`src/rtl/sample_stim_pkg.sv`:
```
// rtl/sample_stim_pkg.sv - shared types and constants for the sample stimulus generator
package sample_stim_pkg;

    typedef enum logic [1:0] {
        IDLE = 2'd0,
        RUN  = 2'd1,
        DONE = 2'd2
    } state_t;

    function automatic int P_OF(input int w);
        return 3 * w;
    endfunction

    // Fibonacci feedback taps for x^9 + x^5 + 1: bits 8 and 4 of a left-shifting register
    localparam logic [8:0] LFSR_TAPS_9 = 9'h110;

endpackage

```
`src/rtl/sample_stim_src.sv`:
```
// rtl/sample_stim_src.sv - pattern source: binary counter, or LFSR when SAMPLE_STIM_LFSR_EN is defined
module sample_stim_src
    import sample_stim_pkg::*;
#(
    parameter int           P    = 9,
    parameter logic [P-1:0] SEED = {{(P-1){1'b0}}, 1'b1}
) (
    input  logic         clk,
    input  logic         rst,
    input  logic         load,
    input  logic         advance,
    output logic [P-1:0] pattern,
    output logic         last
);

`ifdef SAMPLE_STIM_LFSR_EN
    localparam logic [P-1:0] TAPS = P'(LFSR_TAPS_9);

    logic [P-1:0] lfsr_next;

    assign lfsr_next = {pattern[P-2:0], ^(pattern & TAPS)};
    // The all-zero pattern is emitted once up front; the LFSR never revisits it
    assign last      = (pattern != '0) && (lfsr_next == SEED);

    always_ff @(posedge clk or posedge rst) begin
        if (rst) begin
            pattern <= '0;
        end else if (load) begin
            pattern <= '0;
        end else if (advance) begin
            pattern <= (pattern == '0) ? SEED : lfsr_next;
        end
    end
`else
    logic seed_unused;

    assign seed_unused = ^SEED;
    assign last        = &pattern;

    always_ff @(posedge clk or posedge rst) begin
        if (rst) begin
            pattern <= '0;
        end else if (load) begin
            pattern <= '0;
        end else if (advance) begin
            pattern <= pattern + 1'b1;
        end
    end
`endif

endmodule

```
`src/rtl/sample_stim_gen.sv`:
```
// rtl/sample_stim_gen.sv - exhaustive a/b/c stimulus over valid/ready; SAMPLE_STIM_LFSR_EN selects LFSR order
module sample_stim_gen
    import sample_stim_pkg::*;
#(
    parameter int                   W    = 3,
    parameter logic [P_OF(W)-1:0]   SEED = {{(P_OF(W)-1){1'b0}}, 1'b1}
) (
    input  logic             clk,
    input  logic             rst,
    input  logic             start,
    input  logic             abort,
    output logic [W-1:0]     a_o,
    output logic [W-1:0]     b_o,
    output logic [W-1:0]     c_o,
    output logic             vld_o,
    input  logic             rdy_i,
    output logic             busy_o,
    output logic             done_o,
    output logic [P_OF(W):0] cnt_o
);

    localparam int P = P_OF(W);

    state_t       state;
    state_t       state_nxt;
    logic [P-1:0] pattern;
    logic         last;
    logic         xfer;
    logic         load;

    assign xfer = (state == RUN) && rdy_i;
    assign load = (state == IDLE) && start && !abort;

    // The source stops on the final pattern so the outputs keep showing it after the run
    sample_stim_src #(
        .P    (P),
        .SEED (SEED)
    ) u_src (
        .clk     (clk),
        .rst     (rst),
        .load    (load),
        .advance (xfer && !last),
        .pattern (pattern),
        .last    (last)
    );

    always_ff @(posedge clk or posedge rst) begin
        if (rst) begin
            state <= IDLE;
        end else begin
            state <= state_nxt;
        end
    end

    always_comb begin
        state_nxt = state;
        vld_o     = 1'b0;
        busy_o    = 1'b0;
        done_o    = 1'b0;
        case (state)
            IDLE: begin
                if (load) begin
                    state_nxt = RUN;
                end
            end
            RUN: begin
                vld_o  = 1'b1;
                busy_o = 1'b1;
                if (abort) begin
                    state_nxt = IDLE;
                end else if (xfer && last) begin
                    state_nxt = DONE;
                end
            end
            DONE: begin
                done_o    = 1'b1;
                state_nxt = IDLE;
            end
            default: state_nxt = IDLE;
        endcase
    end

    always_ff @(posedge clk or posedge rst) begin
        if (rst) begin
            cnt_o <= '0;
        end else if (load) begin
            cnt_o <= '0;
        end else if (xfer) begin
            cnt_o <= cnt_o + 1'b1;
        end
    end

    assign a_o = pattern[P-1:2*W];
    assign b_o = pattern[2*W-1:W];
    assign c_o = pattern[W-1:0];

endmodule

```
`config.mk`:
```
export PLATFORM = sky130hd
export DESIGN_NAME = sample_stim_gen
export DESIGN_NICKNAME = d
export VERILOG_FILES = /design/src/rtl/sample_stim_pkg.sv /design/src/rtl/sample_stim_src.sv /design/src/rtl/sample_stim_gen.sv
export SDC_FILE = /design/constraint.sdc
export NUM_CORES = 1
export LEC_CHECK = 0
export BUFFER_PORTS_ARGS = -buffer_cell sky130_fd_sc_hd__buf_2
export CAP_MARGIN = 25
export CORE_MARGIN = 4
export CORE_UTILIZATION = 40
export DETAILED_ROUTE_END_ITERATION = 16
export HOLD_SLACK_MARGIN = 0.15
export SLEW_MARGIN = 25
export SYNTH_ARGS = -nofsm -noshare
export SYNTH_HDL_FRONTEND = slang
export SYNTH_SLANG_ARGS = --single-unit
```
`constraint.sdc`:
```
create_clock -name clk -period 2.65 [get_ports clk]
set_input_delay 0.795 -clock clk [delete_from_list [all_inputs] [get_ports clk]]
set_output_delay 0.795 -clock clk [all_outputs]
set_load 0.1 [all_outputs]
```
Word-level counts from Yosys, hierarchy flattened. Index checks and enable logic that the tools add are counted.

Register bits: 21. Bits of input ports: 5. Output and inout port bits: 22. Logic and storage cells: 31.

Add/subtract/negate cells: 2. Equality and inequality tests: 4. Muxes and demuxes: 10. Reduce and logical (&&, ||, !) cells: 12.

Operators with widths (count): 10-bit 2-to-1 mux (2); 9-bit 2-to-1 mux (2); 10-bit by 1-bit adder with 10-bit output (second input constant) (1); 9-bit by 1-bit adder with 9-bit output (second input constant) (1); 9-bit AND reduction (1); 2-bit 2-to-1 mux (3); 1-bit logical AND (5); 2-bit case mux with 2 select lines (1); 2-bit nonzero test (2); 3-bit by 2-bit inequality test with 1-bit output (second input constant) (1); 2-bit by 1-bit equality test with 1-bit output (second input constant) (1); 2-bit equality test (second input constant) (1); 1-bit zero test (2); 2-bit zero test (1); 1-bit 2-to-1 mux (2); 2-bit inequality test (second input constant) (1); 2-bit AND reduction (1).

Longest topological paths before layout.
Depth in word-level cells: 6. Gate-level depth with buffers: 8. Depth with buffers taken out: 7.

Hierarchy. A second synthesis with hierarchy kept.

Cell total of the unflattened synthesis: 110. Area total of the unflattened synthesis: 1088.5 um^2.

By module, submodules not included: sample_stim_gen (instances 1, cells an instance 65, area an instance 635.6 um^2, seq. area each 300.3 um^2); sample_stim_src (instances 1, cells an instance 45, area an instance 452.9 um^2, seq. area each 225.2 um^2).

Least setup slack after synthesis. No wires, ideal clock.

Kind: reg-to-output. Start point: reg state[0]. End point: out vld_o. Data arrival time: 2.376 ns. Required time: 1.855 ns. Path slack: -0.521 ns. Stages on the path, launching flop included: 3. Path buffers: 1. Cell sequence: dfrtp_1 -> nor2b_1 -> buf_4.

Word-level cells in the longest chain between the ends: 2.

Ends and longest elaborated chain: start: declaration (line sample_stim_gen.sv:24) `state_t state;`; start signal: assignment (line sample_stim_gen.sv:51) `state <= state_nxt;`; 2-bit by 1-bit equality test with 1-bit output; 1-bit 2-to-1 mux; end: declaration (line sample_stim_gen.sv:15) `output logic vld_o,`.

Every way passes these cells.

Final worst setup path.
Start point: reg u_src.pattern[0]. End point: reg u_src.pattern[7].

Word-level cells in the longest chain between the ends: 4. Elaborated cells between the ends (all ways): 7. Those cells by class: add/sub: 1; mux: 2; reduce/logical: 4.

Ends and longest elaborated chain: start: declaration (line sample_stim_src.sv:12) `output logic [P-1:0] pattern,`; start signal: assignment (line sample_stim_src.sv:46) `pattern <= pattern + 1'b1;`; branches (longest 4 deep; another with 9-bit by 1-bit adder with 9-bit output).

Several ways; the timed one is not identified. The select of a mux whose other input is x is not followed. A chain may end at the register's enable or synchronous reset.

==> out/results.ini <==
[min_path]
hp-class = reg2reg

[clock_tree]
clock_sinks = 21
postCtsSetupBuffers = 0
root_buffer = clkbuf_4
htreeDepth = 1
cts_buffer_depth = 2
cts_tree = yes
clk_pin_slew_ns = 0.12
postCtsHoldBufs = 0
cts_buffers = 3
ctsResizeCount = 0
clk_latency_ns = 0.31

[cells_and_area]
area_delta_synth_final_pct = 17.13
layout-drive-gt1-share_pct = 25.74
antennaDiodeCount = 0
design_area_mm2 = 0.001266
final_util_pct = 50.20
fin_nets = 145

[critical_path]
end_kind = flop
start_kind = flop
path_class = reg2reg
required_ns = 2.88
critPathArrivalTime_ns = 2.51
cp_max_fo = 12

[global_routing]
grt-ovfl-total = 0
antenna_found_initial = 0
grt.total_usage_pct = 15.15
grt_pass1_wl_mm = 4.119
grt_pass1_vias = 930
grt_max_degree = 22

[drt]
ant_nets = 0
first_pass_iters = 4
drc_errors = 0
routed_wl_mm = 2.402
wl_per_cell_um = 14.47
vias = 949
vias_per_cell = 5.717
initialDrtViolationCount = 32

[power_and_ir_drop]
power.total_mw = 0.8657
powerDensity_mw_per_mm2 = 683.7
p_leak_nw = 0.5906
ir_drop_mv = 0.5705

[floorplan]
rows = 18
core-area_mm2 = 0.002522
die_x_um = 59.99
ios = 27
die-area_mm2 = 0.003598
initial_utilization_pct = 42.86
die_h_um = 59.99

[placement]
place_area_mm2 = 0.001239
portBuffers = 26
dp_hpwl_mm = 1.677
gp_congestion = 0.7600

[sta]
fmaxAchievable_mhz = 438.6
slew_viol_final = 0
tns_ns = 0
period_share_pct = 86.04
fin_worst_skew_ns = 0.01457
finalSetupViolCount = 0
tightestPinTransition_ns = 0.8083
finalCriticalPeriod_ns = 2.280
rsz0062_at_grt = no
slew-limit-headroom_pct = 46.06
fin_hold_ws_ns = 0.5201
hold_viol_final = 0

[synthesis]
yosysWarnings = 0
syn_nets = 118
yosys.cell_types.count = 28
synth_edf_count = 0
synthCells = 110
ys_seq_area_share_pct = 48.61
synth.avg_cell_area_um2 = 9.828
ys_seq_elements = 21
synth_async_sr_flop_share_pct = 100.0
syn_area_mm2 = 0.001081
ys.flop_type = dfrtp_1

[job]
drv_cap = 0

[status]
outcome = finished, final reports clean

==> sequential cells by signal (all words and copies together) (netlist names) <==
name and cells:
cnt_o 10, state 2, u_src.pattern 9
==> placed cells by master, fill, tap and decap left out, drive strengths merged, types with 3 or more instances in the layout <==
cell / netlist / layout
ha: 3 / 3
nand4: 4 / 4
clkbuf: 1 / 3
dfrtp: 21 / 21
nand2: 10 / 10
inv: 5 / 5
nand3: 5 / 5
or3: 4 / 4
o21ai: 5 / 5
or4: 7 / 7
mux2i: 3 / 3
o31ai: 7 / 7
buf: 4 / 27
nor2: 3 / 3
a21oi: 13 / 13
==> through the flow <==
stage / instances / setup WS (ns)
floorplan: 110 / 0.08089
global placement: 162 / 0.4784
detailed placement: 162 / 0.3814
CTS: 166 / 0.3467
global route: 166 / 0.1431
finish: 166 / 0.3699
==> final timing paths <==
kind / from / endpoint / slack, ns / cells after the start
worst max-delay path: u_src.pattern[0]$_DFFE_PP0P_ / u_src.pattern[7]$_DFFE_PP0P_ / 0.37 / 7
max in group asynchronous: rst / u_src.pattern[7]$_DFFE_PP0P_ / 1.52 / 2
worst max register to register: u_src.pattern[0]$_DFFE_PP0P_ / u_src.pattern[7]$_DFFE_PP0P_ / 0.37 / 7
worst min register to register: cnt_o[8]$_DFFE_PP0P_ / cnt_o[8]$_DFFE_PP0P_ / 0.52 / 1
worst min-delay path: cnt_o[8]$_DFFE_PP0P_ / cnt_o[8]$_DFFE_PP0P_ / 0.52 / 1
min in group asynchronous: rst / cnt_o[9]$_DFFE_PP0P_ / 0.62 / 2
==> layer usage <==
metal  track usage (%)  part of all wire, %
met5                 0                    0
met4             3.797                 0.58
met3             3.888                  4.7
met2             23.30                   46
met1             21.19                   48
==> power by group <==
group	internal (mW)	switching, mW	leakage, nW	total, mW
clock network	0.0563	0.0969	0.0177	0.153
logic	0.0527	0.281	0.285	0.334
registers	0.347	0.0320	0.288	0.379
==> critical path: stages, from the launching register on <==
cell and delay [ns]:
dfrtp_1 0.43, ha_1 0.24, nand3_1 0.09, nor2_1 0.05, ha_1 0.21, nand4bb_1 0.43
or4_1 0.61, a21oi_1 0.16
==> Yosys cell counts, types with 3 or more instances <==
| library cell | n | area share (%) |
|---|---|---|
| or3_1 | 4 | 2.3 |
| nor2_1 | 3 | 1.0 |
| inv_1 | 5 | 1.7 |
| a21oi_1 | 13 | 6.0 |
| nand2_1 | 10 | 3.5 |
| nand3_1 | 5 | 2.3 |
| nand4_1 | 4 | 2.3 |
| ha_1 | 3 | 3.5 |
| dfrtp_1 | 21 | 49 |
| o21ai_0 | 5 | 2.3 |
| mux2i_1 | 3 | 2.8 |
| o31ai_1 | 7 | 4.9 |
| buf_2 | 3 | 1.4 |
| or4_1 | 7 | 4.9 |
==> cell families after synthesis <==
group	Yosys count	share of synthesized area, %
and+or+nand+nor	45	25.35
muxes	3	2.778
DFF	21	48.61
buffers and inverters	10	4.166
xor gates and xnor gates	1	0.8103
adders and majority gates	3	3.473
AOI/OAI and AO/OA	27	14.81
==> layout make-up <==
| type | instances | area, um2 |
|---|---|---|
| inverters | 5 | 18.77 |
| well taps | 30 | 37.54 |
| clock inverters | 1 | 5.005 |
| flip-flops and latches | 21 | 525.5 |
| repair buffers | 27 | 137.6 |
| clock buffers | 3 | 22.52 |
| fillers | 256 | 1256 |
| multi-input cells | 79 | 519.2 |
No activity file was read; power rests on OpenSTA's default activity.
